### src/rtl/sys_defs.sv
// Shared bus-level definitions: command encodings, tag ownership and address width.
package sys_defs;

  localparam int unsigned XLEN = 32;

  typedef enum logic [1:0] {
    BUS_NONE  = 2'd0,
    BUS_LOAD  = 2'd1,
    BUS_STORE = 2'd2
  } bus_command_e;

  typedef enum logic [2:0] {
    OWNER_NONE      = 3'd0,
    OWNER_DCACHE_LD = 3'd1,
    OWNER_DCACHE_ST = 3'd2,
    OWNER_ICACHE    = 3'd3,
    OWNER_PREF      = 3'd4
  } owner_e;

  typedef enum logic [1:0] {
    GNT_NONE   = 2'd0,
    GNT_DCACHE = 2'd1,
    GNT_ICACHE = 2'd2,
    GNT_PREF   = 2'd3
  } grant_e;

endpackage

### src/rtl/mem_bus_arbiter_if.sv
// Requester, memory and return-path signals of the shared memory bus.
interface mem_bus_arbiter_if;
  import sys_defs::*;

  bus_command_e           dcache2mem_command;
  logic [XLEN-1:0]        dcache2mem_addr;
  logic [63:0]            dcache2mem_data;
  bus_command_e           icache2mem_command;
  logic [XLEN-1:0]        icache2mem_addr;
  bus_command_e           pref2mem_command;
  logic [XLEN-1:0]        pref2mem_addr;
  logic [3:0]             mem2proc_response;
  logic [3:0]             mem2proc_tag;
  logic [63:0]            mem2proc_data;

  bus_command_e           proc2mem_command;
  logic [XLEN-1:0]        proc2mem_addr;
  logic [63:0]            proc2mem_data;
  logic [3:0]             mem2dcache_response;
  logic [3:0]             mem2icache_response;
  logic [3:0]             mem2pref_response;
  logic                   icache_give_way;
  logic                   pref_give_way;
  logic [3:0]             mem2dcache_tag;
  logic [3:0]             mem2icache_tag;
  logic [3:0]             mem2pref_tag;
  logic [63:0]            mem2cache_data;

  // Requesters and memory drive the bus; the arbiter is the slave.
  modport master (
    output dcache2mem_command, dcache2mem_addr, dcache2mem_data,
           icache2mem_command, icache2mem_addr,
           pref2mem_command, pref2mem_addr,
           mem2proc_response, mem2proc_tag, mem2proc_data,
    input  proc2mem_command, proc2mem_addr, proc2mem_data,
           mem2dcache_response, mem2icache_response, mem2pref_response,
           icache_give_way, pref_give_way,
           mem2dcache_tag, mem2icache_tag, mem2pref_tag, mem2cache_data
  );

  modport slave (
    input  dcache2mem_command, dcache2mem_addr, dcache2mem_data,
           icache2mem_command, icache2mem_addr,
           pref2mem_command, pref2mem_addr,
           mem2proc_response, mem2proc_tag, mem2proc_data,
    output proc2mem_command, proc2mem_addr, proc2mem_data,
           mem2dcache_response, mem2icache_response, mem2pref_response,
           icache_give_way, pref_give_way,
           mem2dcache_tag, mem2icache_tag, mem2pref_tag, mem2cache_data
  );
endinterface

### src/rtl/mem_bus_arbiter_table.sv
// Owner of each outstanding memory tag (1..15); a same-cycle set overrides the completion clear.
module mem_tag_owner_table
  import sys_defs::*;
(
  input  logic       clock,
  input  logic       reset,
  input  logic       wr_en_i,
  input  logic [3:0] wr_tag_i,
  input  owner_e     wr_owner_i,
  input  logic [3:0] rd_tag_i,
  output owner_e     rd_owner_o
);

  owner_e owner_q [1:15];
  owner_e owner_d [1:15];

  // Tag 0 never matches an entry, so it reads NONE and clears nothing.
  always_comb begin
    rd_owner_o = OWNER_NONE;
    for (int unsigned i = 1; i <= 15; i++) begin
      if (rd_tag_i == 4'(i)) rd_owner_o = owner_q[i];
    end
  end

  always_comb begin
    owner_d = owner_q;
    for (int unsigned i = 1; i <= 15; i++) begin
      if (rd_tag_i == 4'(i)) owner_d[i] = OWNER_NONE;
      if (wr_en_i && wr_tag_i == 4'(i)) owner_d[i] = wr_owner_i;
    end
  end

  always_ff @(posedge clock) begin
    if (reset) begin
      owner_q <= '{default: OWNER_NONE};
    end else begin
      owner_q <= owner_d;
    end
  end

endmodule

### src/rtl/mem_bus_arbiter.sv
// Shares the memory bus between dcache, icache demand fetch and prefetcher; routes tags to owners.
module mem_bus_arbiter
  import sys_defs::*;
#(
  parameter int unsigned STARVE_LIMIT = 4
) (
  input  logic              clock,
  input  logic              reset,
  mem_bus_arbiter_if.slave  bus
);

  logic       d_act, i_act, p_act, pref_force;
  grant_e     gnt;
  logic [2:0] starve_cnt_q, starve_cnt_d;
  logic       tbl_wr_en;
  owner_e     tbl_wr_owner;
  owner_e     cpl_owner;

  assign d_act      = bus.dcache2mem_command != BUS_NONE;
  assign i_act      = bus.icache2mem_command != BUS_NONE;
  assign p_act      = bus.pref2mem_command   != BUS_NONE;
  assign pref_force = p_act && !d_act && (starve_cnt_q == 3'(STARVE_LIMIT));

  always_comb begin
    gnt = GNT_NONE;
    if (d_act)                    gnt = GNT_DCACHE;
    else if (i_act && !pref_force) gnt = GNT_ICACHE;
    else if (p_act)               gnt = GNT_PREF;
  end

  // Counter holds while the dcache owns the bus so the override resumes afterwards.
  always_comb begin
    starve_cnt_d = starve_cnt_q;
    if (!p_act || gnt == GNT_PREF) starve_cnt_d = '0;
    else if (gnt == GNT_ICACHE)    starve_cnt_d = starve_cnt_q + 3'd1;
  end

  always_ff @(posedge clock) begin
    if (reset) starve_cnt_q <= '0;
    else       starve_cnt_q <= starve_cnt_d;
  end

  always_comb begin
    bus.proc2mem_command    = BUS_NONE;
    bus.proc2mem_addr       = '0;
    bus.proc2mem_data       = '0;
    bus.mem2dcache_response = '0;
    bus.mem2icache_response = '0;
    bus.mem2pref_response   = '0;
    tbl_wr_owner            = OWNER_NONE;
    unique case (gnt)
      GNT_DCACHE: begin
        bus.proc2mem_command    = bus.dcache2mem_command;
        bus.proc2mem_addr       = bus.dcache2mem_addr;
        bus.mem2dcache_response = bus.mem2proc_response;
        if (bus.dcache2mem_command == BUS_STORE) begin
          bus.proc2mem_data = bus.dcache2mem_data;
          tbl_wr_owner      = OWNER_DCACHE_ST;
        end else begin
          tbl_wr_owner      = OWNER_DCACHE_LD;
        end
      end
      GNT_ICACHE: begin
        bus.proc2mem_command    = bus.icache2mem_command;
        bus.proc2mem_addr       = bus.icache2mem_addr;
        bus.mem2icache_response = bus.mem2proc_response;
        tbl_wr_owner            = OWNER_ICACHE;
      end
      GNT_PREF: begin
        bus.proc2mem_command  = bus.pref2mem_command;
        bus.proc2mem_addr     = bus.pref2mem_addr;
        bus.mem2pref_response = bus.mem2proc_response;
        tbl_wr_owner          = OWNER_PREF;
      end
      default: ;
    endcase
  end

  assign bus.icache_give_way = i_act && gnt != GNT_ICACHE;
  assign bus.pref_give_way   = p_act && gnt != GNT_PREF;
  assign tbl_wr_en           = gnt != GNT_NONE && bus.mem2proc_response != '0;

  mem_tag_owner_table u_table (
    .clock      (clock),
    .reset      (reset),
    .wr_en_i    (tbl_wr_en),
    .wr_tag_i   (bus.mem2proc_response),
    .wr_owner_i (tbl_wr_owner),
    .rd_tag_i   (bus.mem2proc_tag),
    .rd_owner_o (cpl_owner)
  );

  always_comb begin
    bus.mem2dcache_tag = '0;
    bus.mem2icache_tag = '0;
    bus.mem2pref_tag   = '0;
    unique case (cpl_owner)
      OWNER_DCACHE_LD, OWNER_DCACHE_ST: bus.mem2dcache_tag = bus.mem2proc_tag;
      OWNER_ICACHE:                     bus.mem2icache_tag = bus.mem2proc_tag;
      OWNER_PREF:                       bus.mem2pref_tag   = bus.mem2proc_tag;
      default: ;
    endcase
  end

  assign bus.mem2cache_data = bus.mem2proc_data;

endmodule

### src/flat_wrapper.sv
// flat-port wrapper written by rule: the top's interface ports become plain ports
module mem_bus_arbiter_flat import sys_defs::*;
#(
  parameter int unsigned STARVE_LIMIT = 4
)
  (clock, reset, bus_dcache2mem_command, bus_dcache2mem_addr, bus_dcache2mem_data, bus_icache2mem_command, bus_icache2mem_addr, bus_pref2mem_command, bus_pref2mem_addr, bus_mem2proc_response, bus_mem2proc_tag, bus_mem2proc_data, bus_proc2mem_command, bus_proc2mem_addr, bus_proc2mem_data, bus_mem2dcache_response, bus_mem2icache_response, bus_mem2pref_response, bus_icache_give_way, bus_pref_give_way, bus_mem2dcache_tag, bus_mem2icache_tag, bus_mem2pref_tag, bus_mem2cache_data);
  mem_bus_arbiter_if bus_i ();
  input  logic clock;
  input  logic reset;
  input wire logic [$bits(bus_i.dcache2mem_command)-1:0] bus_dcache2mem_command;
  input wire logic [$bits(bus_i.dcache2mem_addr)-1:0] bus_dcache2mem_addr;
  input wire logic [$bits(bus_i.dcache2mem_data)-1:0] bus_dcache2mem_data;
  input wire logic [$bits(bus_i.icache2mem_command)-1:0] bus_icache2mem_command;
  input wire logic [$bits(bus_i.icache2mem_addr)-1:0] bus_icache2mem_addr;
  input wire logic [$bits(bus_i.pref2mem_command)-1:0] bus_pref2mem_command;
  input wire logic [$bits(bus_i.pref2mem_addr)-1:0] bus_pref2mem_addr;
  input wire logic [$bits(bus_i.mem2proc_response)-1:0] bus_mem2proc_response;
  input wire logic [$bits(bus_i.mem2proc_tag)-1:0] bus_mem2proc_tag;
  input wire logic [$bits(bus_i.mem2proc_data)-1:0] bus_mem2proc_data;
  output wire logic [$bits(bus_i.proc2mem_command)-1:0] bus_proc2mem_command;
  output wire logic [$bits(bus_i.proc2mem_addr)-1:0] bus_proc2mem_addr;
  output wire logic [$bits(bus_i.proc2mem_data)-1:0] bus_proc2mem_data;
  output wire logic [$bits(bus_i.mem2dcache_response)-1:0] bus_mem2dcache_response;
  output wire logic [$bits(bus_i.mem2icache_response)-1:0] bus_mem2icache_response;
  output wire logic [$bits(bus_i.mem2pref_response)-1:0] bus_mem2pref_response;
  output wire logic [$bits(bus_i.icache_give_way)-1:0] bus_icache_give_way;
  output wire logic [$bits(bus_i.pref_give_way)-1:0] bus_pref_give_way;
  output wire logic [$bits(bus_i.mem2dcache_tag)-1:0] bus_mem2dcache_tag;
  output wire logic [$bits(bus_i.mem2icache_tag)-1:0] bus_mem2icache_tag;
  output wire logic [$bits(bus_i.mem2pref_tag)-1:0] bus_mem2pref_tag;
  output wire logic [$bits(bus_i.mem2cache_data)-1:0] bus_mem2cache_data;
  assign bus_i.dcache2mem_command = bus_dcache2mem_command;
  assign bus_i.dcache2mem_addr = bus_dcache2mem_addr;
  assign bus_i.dcache2mem_data = bus_dcache2mem_data;
  assign bus_i.icache2mem_command = bus_icache2mem_command;
  assign bus_i.icache2mem_addr = bus_icache2mem_addr;
  assign bus_i.pref2mem_command = bus_pref2mem_command;
  assign bus_i.pref2mem_addr = bus_pref2mem_addr;
  assign bus_i.mem2proc_response = bus_mem2proc_response;
  assign bus_i.mem2proc_tag = bus_mem2proc_tag;
  assign bus_i.mem2proc_data = bus_mem2proc_data;
  assign bus_proc2mem_command = bus_i.proc2mem_command;
  assign bus_proc2mem_addr = bus_i.proc2mem_addr;
  assign bus_proc2mem_data = bus_i.proc2mem_data;
  assign bus_mem2dcache_response = bus_i.mem2dcache_response;
  assign bus_mem2icache_response = bus_i.mem2icache_response;
  assign bus_mem2pref_response = bus_i.mem2pref_response;
  assign bus_icache_give_way = bus_i.icache_give_way;
  assign bus_pref_give_way = bus_i.pref_give_way;
  assign bus_mem2dcache_tag = bus_i.mem2dcache_tag;
  assign bus_mem2icache_tag = bus_i.mem2icache_tag;
  assign bus_mem2pref_tag = bus_i.mem2pref_tag;
  assign bus_mem2cache_data = bus_i.mem2cache_data;
  mem_bus_arbiter #(.STARVE_LIMIT(STARVE_LIMIT)) u_core (.clock(clock), .reset(reset), .bus(bus_i));
endmodule
### config.mk
export PLATFORM = sky130hd
export DESIGN_NAME = mem_bus_arbiter_flat
export DESIGN_NICKNAME = d
export VERILOG_FILES = /design/src/rtl/sys_defs.sv /design/src/rtl/mem_bus_arbiter_if.sv /design/src/rtl/mem_bus_arbiter_table.sv /design/src/rtl/mem_bus_arbiter.sv /design/src/flat_wrapper.sv
export SDC_FILE = /design/constraint.sdc
export NUM_CORES = 1
export LEC_CHECK = 0
export BUFFER_PORTS_ARGS = -buffer_cell sky130_fd_sc_hd__buf_2
export CAP_MARGIN = 25
export CELL_PAD_IN_SITES_DETAIL_PLACEMENT = 1
export CELL_PAD_IN_SITES_GLOBAL_PLACEMENT = 2
export CORE_MARGIN = 10
export CORE_UTILIZATION = 19
export DETAILED_ROUTE_END_ITERATION = 16
export GPL_TIMING_DRIVEN = 0
export PLACE_DENSITY = 0.91
export SKIP_CTS_REPAIR_TIMING = 1
export SYNTH_ARGS = -nofsm -noshare
export SYNTH_HDL_FRONTEND = slang
export SYNTH_SLANG_ARGS = --single-unit
### constraint.sdc
create_clock -name clock -period 5.3 [get_ports clock]
set_input_delay 1.325 -clock clock [delete_from_list [all_inputs] [get_ports clock]]
set_output_delay 1.325 -clock clock [all_outputs]
set_load 0.03 [all_outputs]
==> results of run 1 <==
## layout make-up
type                            instances  area, µm²
Timing Repair Buffer                  360       1800
Antenna cell                            7       17.5
Clock inverter                          2       10.0
Tap cell                              319        399
Fill cell                            3073      16500
Sequential cell                        48        961
Buffer                                111        721
Inverter                               39        146
Clock buffer                            6        139
Multi-Input combinational cell        406       2680
## how the worst max path moves through the flow
stage	to	slack, ps
4_1_cts	bus_proc2mem_addr[7]	500
5_1_grt	bus_proc2mem_addr[7]	330
2_1_floorplan	bus_mem2dcache_tag[0]	760
3_5_place_dp	bus_proc2mem_addr[7]	500
3_3_place_gp	bus_proc2mem_addr[7]	530
6_report	bus_proc2mem_addr[7]	460
## synth_stat cells (all sizes together), types with 5 or more instances
cell type  count  area [µm²]
a21oi         40         200
a222oi        32         320
and2          76         475
buf           82         612
clkbuf        29         109
dfxtp         48         961
inv           39         146
mux2          14         158
nand2         37         146
nand2b         6        37.5
nand3         25         125
nor2          42         163
nor3           5        25.0
nor4           7        68.8
o211ai         5        37.5
o21ai         24         120
o221ai        16         146
or2           10        62.6
## flip-flops by register name (all words and copies together) (netlist names)
name / flops
u_core.starve_cnt_q: 3
u_core.u_table.owner_q: 45
## stage by stage
step | power (W) | worst slack [ps] | util (%) | hold WS (ps) | cells
finish | 0.00125 | 458 | 29.4 | 476 | 1298
global route | 0.00131 | 331 | 29.4 | 502 | 1294
CTS | 0.00126 | 502 | 29.3 | 479 | 1291
detailed placement | 0.000937 | 505 | 28.7 | 470 | 1283
global placement | 0.000930 | 529 | 28.7 | 459 | 1283
floorplan | 0.000721 | 757 | - | 443 | 604
## power groups by stage
stage,clock network (W),registers [W],logic [W]
2_1_floorplan,0,0.000377,0.000344
3_3_place_gp,0,0.000379,0.000551
3_5_place_dp,0,0.000379,0.000558
4_1_cts,0.000328,0.000371,0.000560
5_1_grt,0.000344,0.000371,0.000593
6_report,0.000323,0.000371,0.000558
## worst register-to-register path: cells and delay by family, from the launching register on
| family | cells | cell delay (ps) |
|---|---|---|
| buffers and inverters | 3 | 770 |
| adders and majority gates | 1 | 190 |
| DFF | 1 | 370 |
| AOI/OAI and AO/OA | 3 | 600 |
| and+or+nand+nor | 2 | 240 |
## logic make-up (layout without fill, tap and decap cells)
| kind of cell | count (synthesis) | in the layout | share of synthesized area [%] |
|---|---|---|---|
| flip-flops | 48 | 48 | 21.3 |
| other | 0 | 7 | 0 |
| XOR/XNOR | 2 | 2 | 0.388 |
| AO/OA/AOI/OAI | 148 | 148 | 24.4 |
| buffers and inverters | 150 | 518 | 19.2 |
| multiplexers | 18 | 18 | 4.66 |
| AND/OR/NAND/NOR | 236 | 236 | 29.5 |
| adder cells (fa/ha/maj) | 2 | 2 | 0.555 |
## metal layers
layer	GRT usage, %	vias up	wire length, µm
met5	0	-	188
met4	3.56	30	461
met3	8.43	50	3550
met2	31.4	306	14500
met1	20.4	2887	11000
li1	-	2836	-
==> impl_metrics.tcl, run 1 <==
set metrics [dict create \
    status "completed" \
    crit_top_cell "buf_2" \
    cp.depth 9 \
    power.density_nw_per_um2 182 \
    hold_viol 0 \
    path_cells "buf_2 > nor2_2 > o21a_1 > and2_1 > buf_2 > clkbuf_1 > a222oi_1 > inv_1 > buf_2" \
    gp_congestion 0.887 \
    final_cell_mix "buf_2, and2_1, buf_4" \
    internal_power_w 0.000748 \
    tightestPinTransition_ps 673 \
    core_area_um2 23400 \
    yosysSeqAreaShare_pct 21.3 \
    die_area_um2 30300 \
    grt_pass1_wl_mm 42.9 \
    rows 56 \
    wl_per_cell_um 22.8 \
    ios 428 \
    path_clk_slew_ps 70 \
    period_minus_slack_ps 4840 \
    grtUsageTotal_pct 18.3 \
    dr.first_iter.drc_count 409 \
    grt_overflow 0 \
    p_sw_share_pct 40.2 \
    cts.sinks 48 \
    crit_family "buffers and inverters" \
    hold_path_depth 2 \
    worst_slew_margin_rel_pct 55.1 \
    ys_ff_latch 48 \
    syn-cell-area_um2 4510 \
    synth_edf_count 0 \
    viasPerCell 4.71 \
    worstHoldStart "u_core.u_table.owner_q[40]" \
    switchingPower_w 0.000503 \
    grt_pass1_vias 6400 \
    r2r_end "u_core.u_table.owner_q[9]" \
    layout-drive-gt1-share_pct 50.4 \
    wl_mm 29.7 \
    cp.required_ps 3970 \
    leakage_nw 3.41 \
    drc 0 \
    antenna_left 0 \
    port_buffers 360 \
    clock-root-buffer "clkbuf_16" \
    insertion_delay_ps 290 \
    synth_flop_cell "dfxtp_1" \
    rsz0062_at_grt "false" \
    synthArstFlopShare_pct 0 \
    startpoint_type "primary input" \
    layout.nets 1213 \
    clockBufferDepth 2 \
    grt_max_degree 15 \
    r2r_cells 9 \
    final_common_cell "buf_2" \
    rrSetupSlack_ps 3070 \
    crit_fanout 10 \
    combinationalPowerShare_pct 44.6 \
    setup.worst_path.end_class "output port" \
    htreeDepth 2 \
    syn-num-nets 846 \
    place.detailed.hpwl_mm 26.1 \
    vias 6109 \
    fin_tns_setup_ps 0 \
    whs_endpoint "u_core.u_table.owner_q[40]" \
    critPathBufInv 5 \
    cp.arrival_ps 3520 \
    finalCritPeriodShare_pct 91.4 \
    ys_warn_count 0 \
    holdCritPathClass "flop to flop" \
    path_class "primary input to output port" \
    cp-startpoint "bus_pref2mem_command[0]" \
    drv_slew 0 \
    numCtsBuffers 5 \
    die_x_um 174 \
    clock_skew_ps 2.68 \
    place_area_um2 6710 \
    initial_core_util_pct 19.3 \
    firstDrtPassIters 8 \
    postSynthAreaPerCell_um2 7.47 \
    antenna_found_initial 21 \
    pwr-share-clk_pct 25.8 \
    r2r-start "u_core.starve_cnt_q[0]" \
    final_cell_area_um2 6880 \
    slowest_stage "clkbuf_1" \
    max_stage_delay_ps 490 \
    pwr-share-seq_pct 29.6 \
    setup_viol 0 \
    area_growth_pct 52.5 \
    die_h_um 174 \
    ir_drop_mv 0.103 \
    max_freq_ghz 0.207 \
    maxCapViolCount 0 \
    ys_types 67 \
    cts_tree "built" \
    synth_cells 604 \
]
No activity file was read; power rests on OpenSTA's default activity.
==> run 2, diff against run 1 <==
Settings changed: CORE_UTILIZATION 19 to 16, PLACE_DENSITY 0.91 to unset, PLACE_DENSITY_LB_ADDON set to 0.1.
Clock period 5.3 ns to 4.3 ns, I/O delays scaled along.
==> impl_metrics.tcl, run 2 (synthesis gave the netlist of run 1 again) <==
set metrics [dict create \
    die_h_um 188 \
    initial_core_util_pct 16.2 \
    path_class "primary input to output port" \
    dr.first_iter.drc_count 372 \
    reg_top3 "u_core.u_table.owner_q (45), u_core.starve_cnt_q (3)" \
    cp.required_ps 3220 \
    final_cell_mix "buf_2, and2_1, buf_4" \
    dp_cells 1342 \
    hold_viol 0 \
    maxCapViolCount 0 \
    viasPerCell 4.36 \
    numCtsBuffers 5 \
    core_area_um2 27800 \
    regMostFlops "u_core.u_table.owner_q" \
    layout.nets 1213 \
    port_buffers 360 \
    insertion_delay_ps 300 \
    grt_pass1_vias 6167 \
    clock-root-buffer "clkbuf_16" \
    gp_congestion 0.796 \
    drv_slew 0 \
    drc 0 \
    rsz0062_at_grt "true" \
    place.detailed.hpwl_mm 29.0 \
    holdCritPathClass "flop to flop" \
    final_cell_area_um2 6970 \
    fin_tns_setup_ps 0 \
    clockBufferDepth 2 \
    rows 61 \
    die_area_um2 35300 \
    setup_viol 0 \
    dp_slack_ps -64.0 \
    crit_fanout 10 \
    antenna_found_initial 13 \
    antenna_left 0 \
    grt_pass1_wl_mm 45.9 \
    power.density_nw_per_um2 225 \
    period_minus_slack_ps 4260 \
    finalNonFillerCells 1356 \
    ios 428 \
    wl_mm 33.1 \
    grt_overflow 0 \
    startpoint_type "primary input" \
    status "completed" \
    setup_ws_ps 35.0 \
    max_freq_ghz 0.234 \
    cp.arrival_ps 3190 \
    firstDrtPassIters 5 \
    wl_per_cell_um 24.4 \
    cts_tree "built" \
    path_clk_slew_ps 70 \
    tightestPinTransition_ps 849 \
    setup.worst_path.end_class "output port" \
    worst_slew_margin_rel_pct 43.4 \
    final_common_cell "buf_2" \
    htreeDepth 2 \
    finalCritPeriodShare_pct 99.2 \
    cts.sinks 48 \
    grt_max_degree 16 \
    largest_reg_flops 45 \
    die_x_um 188 \
    area_growth_pct 54.5 \
    grtUsageTotal_pct 17.6 \
    vias 5909 \
    leakage_nw 3.42 \
    ir_drop_mv 0.134 \
    place_area_um2 6790 \
    num-fill-cells 3579 \
    holdWs_ps 473 \
    layout-drive-gt1-share_pct 51.2 \
    clock_skew_ps 6.07 \
]
run 2: power breakdown:
group	switching, W	internal (W)	leakage, nW
Clock	0.000191	0.000215	0.0736
Combinational	0.000458	0.000244	2.96
Sequential	0.00000626	0.000451	0.388
run 2: layout make-up:
| type | count | area [µm²] | area share [%] |
|---|---|---|---|
| Antenna cell | 6 | 15.0 | 0.215 |
| Clock inverter | 3 | 18.8 | 0.269 |
| Tap cell | 378 | 473 | 6.78 |
| Clock buffer | 5 | 125 | 1.79 |
| Multi-Input combinational cell | 406 | 2690 | 38.6 |
| Sequential cell | 48 | 961 | 13.8 |
| Timing Repair Buffer | 360 | 1810 | 25.9 |
| Buffer | 111 | 734 | 10.5 |
| Inverter | 39 | 146 | 2.10 |
run 2: routing by layer:
layer | vias up | routed length (µm) | track usage [%]
met1 | 2813 | 13600 | 20.8
met5 | - | 104 | 0
li1 | 2831 | - | -
met3 | 28 | 2540 | 5.81
met4 | 20 | 265 | 2.31
met2 | 217 | 16600 | 30.7
run 2: worst paths after layout:
check	startpoint	end	slack [ps]	cells after the start
worst max-delay path	bus_icache2mem_command[1]	bus_proc2mem_addr[0]	40	8
worst min-delay path	u_core.u_table.owner_q[2]	u_core.u_table.owner_q[2]	470	2
worst max register to register	u_core.starve_cnt_q[0]	u_core.u_table.owner_q[15]	2100	9
worst min register to register	u_core.u_table.owner_q[2]	u_core.u_table.owner_q[2]	470	2
run 2: metrics by stage:
stage / power (W) / util (%)
2_1_floorplan: 0.000889 / -
5_1_grt: 0.00165 / 25.1
3_3_place_gp: 0.00118 / 24.4
3_5_place_dp: 0.00118 / 24.4
4_1_cts: 0.00159 / 24.9
6_report: 0.00157 / 25.1
run 2: critical path, stage by stage:
cell and delay, ps:
buf_2 110, or2_2 350, and2_1 150, buf_2 190, clkbuf_2 240, a222oi_1 760
inv_1 90, buf_2 210
==> run 3, diff against run 2 <==
Settings changed: CORE_UTILIZATION 16 to 17, SYNTH_HIERARCHICAL set to 1.
Clock period 4.3 ns to 4.65 ns, I/O delays scaled along.
==> impl_metrics.tcl, run 3 <==
set metrics [dict create \
    synth_top_cell_by_area "dfxtp_1" \
    synth_edf_count 0 \
    netlist.area_leader.share_pct 21.4 \
    path_class "primary input to output port" \
    setup_viol 0 \
    max_freq_ghz 0.228 \
    power.density_nw_per_um2 215 \
    grt_max_degree 16 \
    critPathBufInv 3 \
    synth_cells 619 \
    crit_fanout 10 \
    synth_xor_xnor_area_share_pct 0.195 \
    r2r-start "u_core/starve_cnt_q[0]" \
    grtUsageTotal_pct 18.6 \
    grt_overflow 0 \
    dr.first_iter.drc_count 204 \
    cp.required_ps 3490 \
    switchingPower_w 0.000589 \
    cp-startpoint "bus_mem2proc_tag[1]" \
    holdCritPathClass "flop to flop" \
    rsz0062_at_grt "false" \
    dp_slack_ps -230 \
    final_common_cell "buf_2" \
    area_growth_pct 54.3 \
    yosys.area_share.simple_pct 39.0 \
    maxCapViolCount 0 \
    ys_ff_latch 48 \
    grt_pass1_vias 6198 \
    regMostFlops "u_core/u_table/owner_q" \
    synth_compound_area_share_pct 21.3 \
    ys_types 60 \
    wl_mm 32.5 \
    combinationalPowerShare_pct 43.1 \
    internal_power_w 0.000900 \
    clockBufferDepth 2 \
    drc 0 \
    p_sw_share_pct 39.5 \
    rrSetupSlack_ps 2100 \
    ios 428 \
    firstDrtPassIters 4 \
    crit_end "bus_mem2dcache_tag[3]" \
    syn-num-nets 861 \
    yosysMostFrequentCell "and2_1" \
    dp_cells 1317 \
    pwr-share-seq_pct 28.3 \
    path_cells "buf_2 > buf_2 > and2b_2 > and2_1 > a22oi_1 > nand2_1 > a21oi_2 > xnor2_1 > nor2_2 > and2_1 > buf_2" \
    core_area_um2 26100 \
    synth_common_cells "and2_1, buf_4, nand2_1, a21oi_1, dfxtp_1" \
    ir_drop_mv 0.122 \
    rows 59 \
    finalCritPeriodShare_pct 94.5 \
    layout-drive-gt1-share_pct 49.1 \
    synth_fa_ha_area_share_pct 0.557 \
    numCtsBuffers 5 \
    r2r_cells 9 \
    grt_pass1_wl_mm 46.0 \
    syn-cell-area_um2 4500 \
    antenna_left 0 \
    setup_ws_ps 255 \
    path_clk_slew_ps 70 \
    startpoint_type "primary input" \
    cts.sinks 48 \
    gp_congestion 0.806 \
    multiInputGateArea_um2 2840 \
    die_x_um 183 \
    synthArstFlopShare_pct 0 \
    synth_flop_cell "dfxtp_1" \
    cp.depth 11 \
    place.detailed.hpwl_mm 28.7 \
    viasPerCell 4.38 \
    layout.nets 1231 \
    port_buffers 363 \
    largest_reg_flops 45 \
    leakage_nw 3.35 \
    insertion_delay_ps 300 \
    clock_skew_ps 4.52 \
    synth_top_family_by_area "simple AND/OR/NAND/NOR gates" \
    finalNonFillerCells 1329 \
    die_h_um 183 \
    period_minus_slack_ps 4390 \
    r2r_end "u_core/u_table/owner_q[21]" \
    reg_top3 "u_core/u_table/owner_q (45), u_core/starve_cnt_q (3)" \
    status "completed" \
    postSynthAreaPerCell_um2 7.26 \
    die_area_um2 33300 \
    setup.worst_path.end_class "output port" \
    clock-root-buffer "clkbuf_16" \
    ys_warn_count 6 \
    crit_family "simple AND/OR/NAND/NOR gates" \
    cp.arrival_ps 3230 \
    yosysSeqAreaShare_pct 21.4 \
    power_w 0.00149 \
    cts_tree "built" \
    vias 5815 \
    synth.area.top_cells "dfxtp_1, and2_1, buf_4" \
    wl_per_cell_um 24.4 \
    max_stage_delay_ps 290 \
    htreeDepth 2 \
    fin_tns_setup_ps 0 \
    pwr-share-clk_pct 28.6 \
    antenna_found_initial 11 \
    holdWs_ps 470 \
    drv_slew 0 \
    worst_slew_margin_rel_pct 49.8 \
    crit_top_cell "buf_2" \
    tightestPinTransition_ps 753 \
    initial_core_util_pct 17.3 \
    hold_viol 0 \
    register_area_um2 961 \
    slowest_stage "and2b_2" \
    num-fill-cells 3306 \
    synthMuxAreaShare_pct 1.56 \
    final_cell_mix "buf_2, and2_1, buf_4" \
]
==> run 3: cell types whose count changed after synthesis, sizes merged, moves of 20 or more <==
cell,before,now
nand2,37,63
inv,39,7
a222oi,32,0
a221o,2,34
nor2,42,22
and2,76,124
==> run 3: logic make-up after synthesis <==
kind of cell,count (synthesis)
AOI/OAI and AO/OA,136
xor gates and xnor gates,1
adders and majority gates,2
buffers and inverters,115
DFF,48
muxes,7
and+or+nand+nor,310
==> run 3: area by class of cell <==
cell class	count	share of cell area, %
Sequential cell	48	13.9
Clock buffer	5	1.80
Tap cell	335	6.04
Antenna cell	4	0.144
Multi-Input combinational cell	456	40.9
Timing Repair Buffer	363	26.2
Inverter	7	0.379
Clock inverter	3	0.613
Buffer	108	10.1
==> run 3: how the worst min path moves through the flow <==
stage / from / endpoint / slack [ps] / cells past startpoint
final: u_core/u_table/owner_q[23] / u_core/u_table/owner_q[23] / 470 / 2
after global routing: u_core/u_table/owner_q[23] / u_core/u_table/owner_q[23] / 490 / 2
after CTS: u_core/u_table/owner_q[23] / u_core/u_table/owner_q[23] / 470 / 2
after detailed placement: u_core/u_table/owner_q[23] / u_core/u_table/owner_q[23] / 460 / 2
after global placement: u_core/u_table/owner_q[8] / u_core/u_table/owner_q[8] / 460 / 2
after floorplan: u_core/u_table/owner_q[13] / u_core/u_table/owner_q[13] / 440 / 2
==> run 3: power by group through the flow <==
stage	Combinational, W	Sequential, W	Clock, W
5_1_grt	0.000689	0.000422	0.000463
3_5_place_dp	0.000649	0.000431	0
4_1_cts	0.000651	0.000421	0.000440
2_1_floorplan	0.000392	0.000429	0
6_report	0.000642	0.000422	0.000425
3_3_place_gp	0.000648	0.000431	0
==> run 3: worst min-delay path, cell delays in order, from the launching register on <==
cell and delay (ps):
dfxtp_1 310, nand3_1 60, a21oi_1 60
==> run 3: per-stage QoR <==
step,utilization (%),cell area (µm²)
after floorplan,-,4500
after global placement,25.8,6730
after detailed placement,25.8,6730
after CTS,26.5,6900
after global routing,26.6,6930
final,26.6,6940
==> run 3: layer usage <==
layer  GRT usage [%]  vias to the layer above  part of all wire (%)
li1                -                     2848                     -
met4            2.86                       12                   1.1
met5               0                        -                  0.27
met1            22.7                     2707                    43
met3            6.15                       26                   7.5
met2            31.4                      222                    48
